===== src/rtl/branch_predict_resolve_unit_if.sv =====
// EX-stage resolution bus of the branch predict/resolve unit.
// The IF-stage prediction lookup is carried here as well.
interface branch_predict_resolve_unit_if #(
    parameter int DATA_WIDTH = 32,
    parameter int CNT_WIDTH  = 16
);
    logic [31:0]           PC_IF;
    logic                  PRED_TAKEN;
    logic                  VALID_EX;
    logic                  STALL;
    logic [31:0]           PC_EX;
    logic [DATA_WIDTH-1:0] DATA1;
    logic [DATA_WIDTH-1:0] DATA2;
    logic [3:0]            SELECT;
    logic                  PRED_TAKEN_EX;
    logic                  BJ_SIG;
    logic                  MISPREDICT;
    logic [CNT_WIDTH-1:0]  BR_COUNT;
    logic [CNT_WIDTH-1:0]  MISS_COUNT;

    modport master (
        output PC_IF, VALID_EX, STALL, PC_EX, DATA1, DATA2, SELECT, PRED_TAKEN_EX,
        input  PRED_TAKEN, BJ_SIG, MISPREDICT, BR_COUNT, MISS_COUNT
    );

    modport slave (
        input  PC_IF, VALID_EX, STALL, PC_EX, DATA1, DATA2, SELECT, PRED_TAKEN_EX,
        output PRED_TAKEN, BJ_SIG, MISPREDICT, BR_COUNT, MISS_COUNT
    );
endinterface


===== src/rtl/branch_predict_resolve_unit.sv =====
// Branch resolution unit with a bimodal 2-bit BHT, registered taken/mispredict
// pulses and saturating branch/miss performance counters.
module branch_predict_resolve_unit #(
    parameter int         DATA_WIDTH = 32,
    parameter int         BHT_DEPTH  = 64,
    parameter int         CNT_WIDTH  = 16,
    parameter logic [1:0] BHT_INIT   = 2'b01
) (
    input logic                          CLK,
    input logic                          RESET,
    branch_predict_resolve_unit_if.slave bus
);

    localparam int IDX_W = $clog2(BHT_DEPTH);

    typedef enum logic [2:0] {
        F_EQ   = 3'b000,
        F_NE   = 3'b001,
        F_JUMP = 3'b010,
        F_NONE = 3'b011,
        F_LT   = 3'b100,
        F_GE   = 3'b101,
        F_LTU  = 3'b110,
        F_GEU  = 3'b111
    } funct3_e;

    logic [1:0]           bht [BHT_DEPTH];
    logic [IDX_W-1:0]     idx_if;
    logic [IDX_W-1:0]     idx_ex;
    logic [1:0]           bht_ex;
    funct3_e              funct3;
    logic                 taken;
    logic                 is_cond_op;
    logic                 ex_event;
    logic                 cond;
    logic                 dir_wrong;
    logic                 bj_sig_q;
    logic                 mispredict_q;
    logic [CNT_WIDTH-1:0] br_count_q;
    logic [CNT_WIDTH-1:0] miss_count_q;
    logic                 unused_pc;

    assign idx_if    = bus.PC_IF[IDX_W+1:2];
    assign idx_ex    = bus.PC_EX[IDX_W+1:2];
    assign bht_ex    = bht[idx_ex];
    assign unused_pc = ^{bus.PC_IF[31:IDX_W+2], bus.PC_IF[1:0],
                         bus.PC_EX[31:IDX_W+2], bus.PC_EX[1:0]};

    // Combinational read of the registered table: a same-cycle write to this
    // index is only visible after the edge.
    assign bus.PRED_TAKEN = bht[idx_if][1];

    assign funct3 = funct3_e'(bus.SELECT[2:0]);

    always_comb begin
        taken      = 1'b0;
        is_cond_op = 1'b1;
        unique case (funct3)
            F_EQ:   taken = (bus.DATA1 == bus.DATA2);
            F_NE:   taken = (bus.DATA1 != bus.DATA2);
            F_LT:   taken = ($signed(bus.DATA1) <  $signed(bus.DATA2));
            F_GE:   taken = ($signed(bus.DATA1) >= $signed(bus.DATA2));
            F_LTU:  taken = (bus.DATA1 <  bus.DATA2);
            F_GEU:  taken = (bus.DATA1 >= bus.DATA2);
            F_JUMP: begin
                taken      = 1'b1;
                is_cond_op = 1'b0;
            end
            F_NONE: begin
                taken      = 1'b0;
                is_cond_op = 1'b0;
            end
            default: begin
                taken      = 1'b0;
                is_cond_op = 1'b0;
            end
        endcase
    end

    assign ex_event  = bus.VALID_EX & bus.SELECT[3] & ~bus.STALL;
    assign cond      = ex_event & is_cond_op;
    assign dir_wrong = (taken != bus.PRED_TAKEN_EX);

    // Outputs are one-shot pulses: any non-event cycle (including stall) clears them.
    always_ff @(posedge CLK or negedge RESET) begin
        if (!RESET) begin
            bj_sig_q     <= 1'b0;
            mispredict_q <= 1'b0;
        end else begin
            bj_sig_q     <= ex_event & taken;
            mispredict_q <= cond & dir_wrong;
        end
    end

    always_ff @(posedge CLK or negedge RESET) begin
        if (!RESET) begin
            br_count_q   <= '0;
            miss_count_q <= '0;
        end else if (cond) begin
            if (br_count_q != '1) begin
                br_count_q <= br_count_q + 1'b1;
            end
            if (dir_wrong && (miss_count_q != '1)) begin
                miss_count_q <= miss_count_q + 1'b1;
            end
        end
    end

    always_ff @(posedge CLK or negedge RESET) begin
        if (!RESET) begin
            for (int unsigned i = 0; i < BHT_DEPTH; i++) begin
                bht[i] <= BHT_INIT;
            end
        end else if (cond) begin
            if (taken && (bht_ex != 2'b11)) begin
                bht[idx_ex] <= bht_ex + 2'd1;
            end else if (!taken && (bht_ex != 2'b00)) begin
                bht[idx_ex] <= bht_ex - 2'd1;
            end
        end
    end

    assign bus.BJ_SIG     = bj_sig_q;
    assign bus.MISPREDICT = mispredict_q;
    assign bus.BR_COUNT   = br_count_q;
    assign bus.MISS_COUNT = miss_count_q;

endmodule


===== src/flat_wrapper.sv =====
// flat-port wrapper written by rule: the top's interface ports become plain ports
module branch_predict_resolve_unit_flat 
#(
    parameter int         DATA_WIDTH = 32,
    parameter int         BHT_DEPTH  = 64,
    parameter int         CNT_WIDTH  = 16,
    parameter logic [1:0] BHT_INIT   = 2'b01
)
  (CLK, RESET, bus_PC_IF, bus_VALID_EX, bus_STALL, bus_PC_EX, bus_DATA1, bus_DATA2, bus_SELECT, bus_PRED_TAKEN_EX, bus_PRED_TAKEN, bus_BJ_SIG, bus_MISPREDICT, bus_BR_COUNT, bus_MISS_COUNT);
  branch_predict_resolve_unit_if #(.DATA_WIDTH(DATA_WIDTH), .CNT_WIDTH(CNT_WIDTH)) bus_i ();
  input logic CLK;
  input logic RESET;
  input wire logic [$bits(bus_i.PC_IF)-1:0] bus_PC_IF;
  input wire logic [$bits(bus_i.VALID_EX)-1:0] bus_VALID_EX;
  input wire logic [$bits(bus_i.STALL)-1:0] bus_STALL;
  input wire logic [$bits(bus_i.PC_EX)-1:0] bus_PC_EX;
  input wire logic [$bits(bus_i.DATA1)-1:0] bus_DATA1;
  input wire logic [$bits(bus_i.DATA2)-1:0] bus_DATA2;
  input wire logic [$bits(bus_i.SELECT)-1:0] bus_SELECT;
  input wire logic [$bits(bus_i.PRED_TAKEN_EX)-1:0] bus_PRED_TAKEN_EX;
  output wire logic [$bits(bus_i.PRED_TAKEN)-1:0] bus_PRED_TAKEN;
  output wire logic [$bits(bus_i.BJ_SIG)-1:0] bus_BJ_SIG;
  output wire logic [$bits(bus_i.MISPREDICT)-1:0] bus_MISPREDICT;
  output wire logic [$bits(bus_i.BR_COUNT)-1:0] bus_BR_COUNT;
  output wire logic [$bits(bus_i.MISS_COUNT)-1:0] bus_MISS_COUNT;
  assign bus_i.PC_IF = bus_PC_IF;
  assign bus_i.VALID_EX = bus_VALID_EX;
  assign bus_i.STALL = bus_STALL;
  assign bus_i.PC_EX = bus_PC_EX;
  assign bus_i.DATA1 = bus_DATA1;
  assign bus_i.DATA2 = bus_DATA2;
  assign bus_i.SELECT = bus_SELECT;
  assign bus_i.PRED_TAKEN_EX = bus_PRED_TAKEN_EX;
  assign bus_PRED_TAKEN = bus_i.PRED_TAKEN;
  assign bus_BJ_SIG = bus_i.BJ_SIG;
  assign bus_MISPREDICT = bus_i.MISPREDICT;
  assign bus_BR_COUNT = bus_i.BR_COUNT;
  assign bus_MISS_COUNT = bus_i.MISS_COUNT;
  branch_predict_resolve_unit #(.DATA_WIDTH(DATA_WIDTH), .BHT_DEPTH(BHT_DEPTH), .CNT_WIDTH(CNT_WIDTH), .BHT_INIT(BHT_INIT)) u_core (.CLK(CLK), .RESET(RESET), .bus(bus_i));
endmodule

===== config.mk =====
export PLATFORM = sky130hd
export DESIGN_NAME = branch_predict_resolve_unit_flat
export DESIGN_NICKNAME = d
export VERILOG_FILES = /design/src/rtl/branch_predict_resolve_unit_if.sv /design/src/rtl/branch_predict_resolve_unit.sv /design/src/flat_wrapper.sv
export SDC_FILE = /design/constraint.sdc
export NUM_CORES = 1
export LEC_CHECK = 0
export ABC_AREA = 1
export CAP_MARGIN = 20
export CORE_ASPECT_RATIO = 0.8
export CORE_MARGIN = 2
export CORE_UTILIZATION = 50
export DETAILED_ROUTE_END_ITERATION = 7
export PLACE_DENSITY = 0.82
export REMOVE_ABC_BUFFERS = 1
export SYNTH_ARGS = -nofsm -noshare
export SYNTH_HDL_FRONTEND = slang
export SYNTH_SLANG_ARGS = --single-unit

===== constraint.sdc =====
create_clock -name CLK -period 5.44 [get_ports CLK]
set_input_delay 1.088 -clock CLK [delete_from_list [all_inputs] [get_ports CLK]]
set_output_delay 1.088 -clock CLK [all_outputs]
set_load 0.01 [all_outputs]

==> metrics <==
remaining global-route overflow=0; post-synth cell types=between 40 and 50; vias in the first global route=about 10000; largest stage delay on the critical path=around 630 ps; CTS clock-pin slew for the worst setup and hold paths=approximately 70 ps; post-route ant nets=0; fillers=roughly 1800; Clock Power Share=0.369; I/O Buffers=119; io pins=approximately 170; worst slew pin tran=just under 800 ps; sequential share of power=0.417; Warnings, synthesis=0; routed vias=around 11000; CTS root buffer=clkbuf_16; FF-to-FF path depth=14; TritonCTS Buffers=17; die area=roughly 0.023 mm^2; RD Place Congestion=around 0.94; DIE WIDTH=about 170 um; most common cell after layout, fill and taps aside=nand2_1; clk sinks=about 160; Initial Utilization=0.510; antenna violations before repair=0; switching share of power=0.320; Slew HR=0.481; Critical Path Sink Type=primary output; GRT Overall Usage=0.280; first-pass GRT wire length=51500 um; most frequent cells in the layout=nand2_1 (454), nor2_1 (202), inv_1 (158), clkdlybuf4s50_1 (118), dfrtp_1 (98); ratio of cells with drive above 1 in the final layout=0.133; vias per std cell=between 5 and 6; DR WL/cell=between 15 and 20 um; post-DP HPWL=about 21000 um; Power Internal=around 0.0022 W; crit-path cells=clkdlybuf4s50_1, inv_1, buf_4, o21ai_0, o22ai_1, o21ai_0, o221a_2, o31ai_1, clkdlybuf4s50_1; Final Slew Violations=0; syn_area_per_cell=7.33 um^2; synthesized netlist cell count=1501; Setup CP Type=in2out; area share of the largest cell type after synthesis=0.223; Final Cycle Share=0.907; Pleak=~5.8 nW; number of synthesized register bits=between 150 and 200; Final Hold Viols=0; max-cap viol count=0; Initial DRC Count=~1400; final worst path period need=between 4000 and 5000 ps; hold_buf cts=0; H-tree levels=4; crit-path max FO=20; sw power=between 0.001 and 0.0015 W; clk_lat worst skew=about 450 ps; Die Ht=around 140 um; pin count of the biggest net entering global routing=118; Final TNS setup=0 ps; first drt pass iteration count=6; fmax=a little over 200 MHz; Post-DP Area=between 0.01 and 0.015 mm^2; deepest clock path buffer count=2; DRC viols=0; postcts setup bufs=0; final wirelength=31800 um; RSZ-0062 raised after global routing=false; core area=around 0.022 mm^2; Pwr Density=approximately 250 mW/mm^2; Worst EP arrival=around 3900 ps; Setup crit start kind=input pin; Seq/Total Area, Yosys=0.376; status=finished clean; Synth area leader=dfrtp_1; Worst Path Required=roughly 4400 ps; Syn Std Cell Area=0.0110 mm^2; Peak VDD IR=0.207 mV; diode count=0; combinational power share=0.214; top cells by area, synth=dfrtp_1 (22%), nand2_1 (15%), dfstp_2 (15%); # setup viols final=0; WHS Path Cells=2; Rows=48; Hold Path Class=reg2reg; Design Area, Final=about 0.013 mm^2; nets=~1800; Area Overhead vs Synth=17.7%; slowest cell on the critical path=clkdlybuf4s50_1; Final Skew=14.5 ps; CTS tree=yes; CTS resizes=0
worst max-delay path, delay by kind of cell:
kind	cells	cell delay, ps
buffers and inverters	4	1670
AOI/OAI and AO/OA	5	1080
metrics by stage:
| stage | worst slack [ps] | total power [W] | utilization | hold slack (ps) | std cells |
|---|---|---|---|---|---|
| final | 505 | 0.00325 | 0.600 | 468 | 1882 |
| after global routing | 411 | 0.00338 | 0.600 | 475 | 1882 |
| after CTS | 568 | 0.00325 | 0.600 | 468 | 1882 |
| after detailed placement | 409 | 0.00205 | 0.573 | 457 | 1850 |
| after global placement | 563 | 0.00203 | 0.573 | 450 | 1850 |
| after floorplan | 95.9 | 0.00170 | - | 444 | 1429 |
power by group through the flow:
stage               Combinational, W  Clock [W]  Sequential (W)
global placement            0.000665          0         0.00137
floorplan                   0.000335          0         0.00136
detailed placement          0.000684          0         0.00137
finish                      0.000695    0.00120         0.00135
global route                0.000758    0.00126         0.00136
CTS                         0.000687    0.00121         0.00135
worst paths after layout:
kind	slack, ps	endpoint	startpoint
setup / recovery	510	bus_PRED_TAKEN	bus_PC_IF[2]
hold / removal	470	flop	flop
setup reg to reg	2210	u_core.bht[45]	flop
hold reg to reg	470	flop	flop
max in group asynchronous	3630	u_core.bht[73]	RESET
min in group asynchronous	700	u_core.bus.BR_COUNT[2]	RESET
final cells by class:
type | instances | area, um^2 | share of cell area
clock buffer | 19 | 453 | 0.0350
clock inverter | 13 | 125 | 0.00967
inverter | 167 | 627 | 0.0484
multi-input combinational | 1100 | 5750 | 0.444
sequential | 162 | 4130 | 0.320
tap | 275 | 344 | 0.0266
timing repair buffer | 146 | 1510 | 0.117
per-layer routing:
metal | global-route usage | wire [um] | vias to the layer above | part of all wire
met4 | 0.112 | 962 | 0 | 0.030
met5 | 0 | 0 | - | 0
met2 | 0.425 | 14200 | 594 | 0.45
met1 | 0.382 | 13200 | 5008 | 0.42
met3 | 0.0735 | 3340 | 100 | 0.10
li1 | - | - | 5097 | -
synth_stat cells, drive strengths merged:
library cell and instances:
nand2 461, nor2 205, inv 164, nand3 108, dfrtp 98, nand4 79
dfstp 64, o21ai 52, buf 51, o22ai 40, ha 36, nor3 23
clkbuf 21, a21oi 19, xor2 15, xnor2 11, a221oi 8, a22oi 7
o41ai 7, or2 5, nor4 4, a22o 3, clkinv 3, a21o 2
a31oi 2, o2111ai 2, o221ai 2, o2bb2ai 2, a21boi 1, mux2 1
o211ai 1, o21a 1, o221a 1, o311ai 1, o31ai 1
cell families (layout without fill, tap and decap cells):
kind of cell,after synthesis,after routing,share of synthesized area
DFF,162,162,0.376
buffers and inverters,239,345,0.102
xor gates and xnor gates,26,26,0.0207
and+or+nand+nor,885,885,0.372
AOI/OAI and AO/OA,152,152,0.0874
adders and majority gates,36,36,0.0410
muxes,1,1,0.00102
No activity file was read; power rests on OpenSTA's default activity.
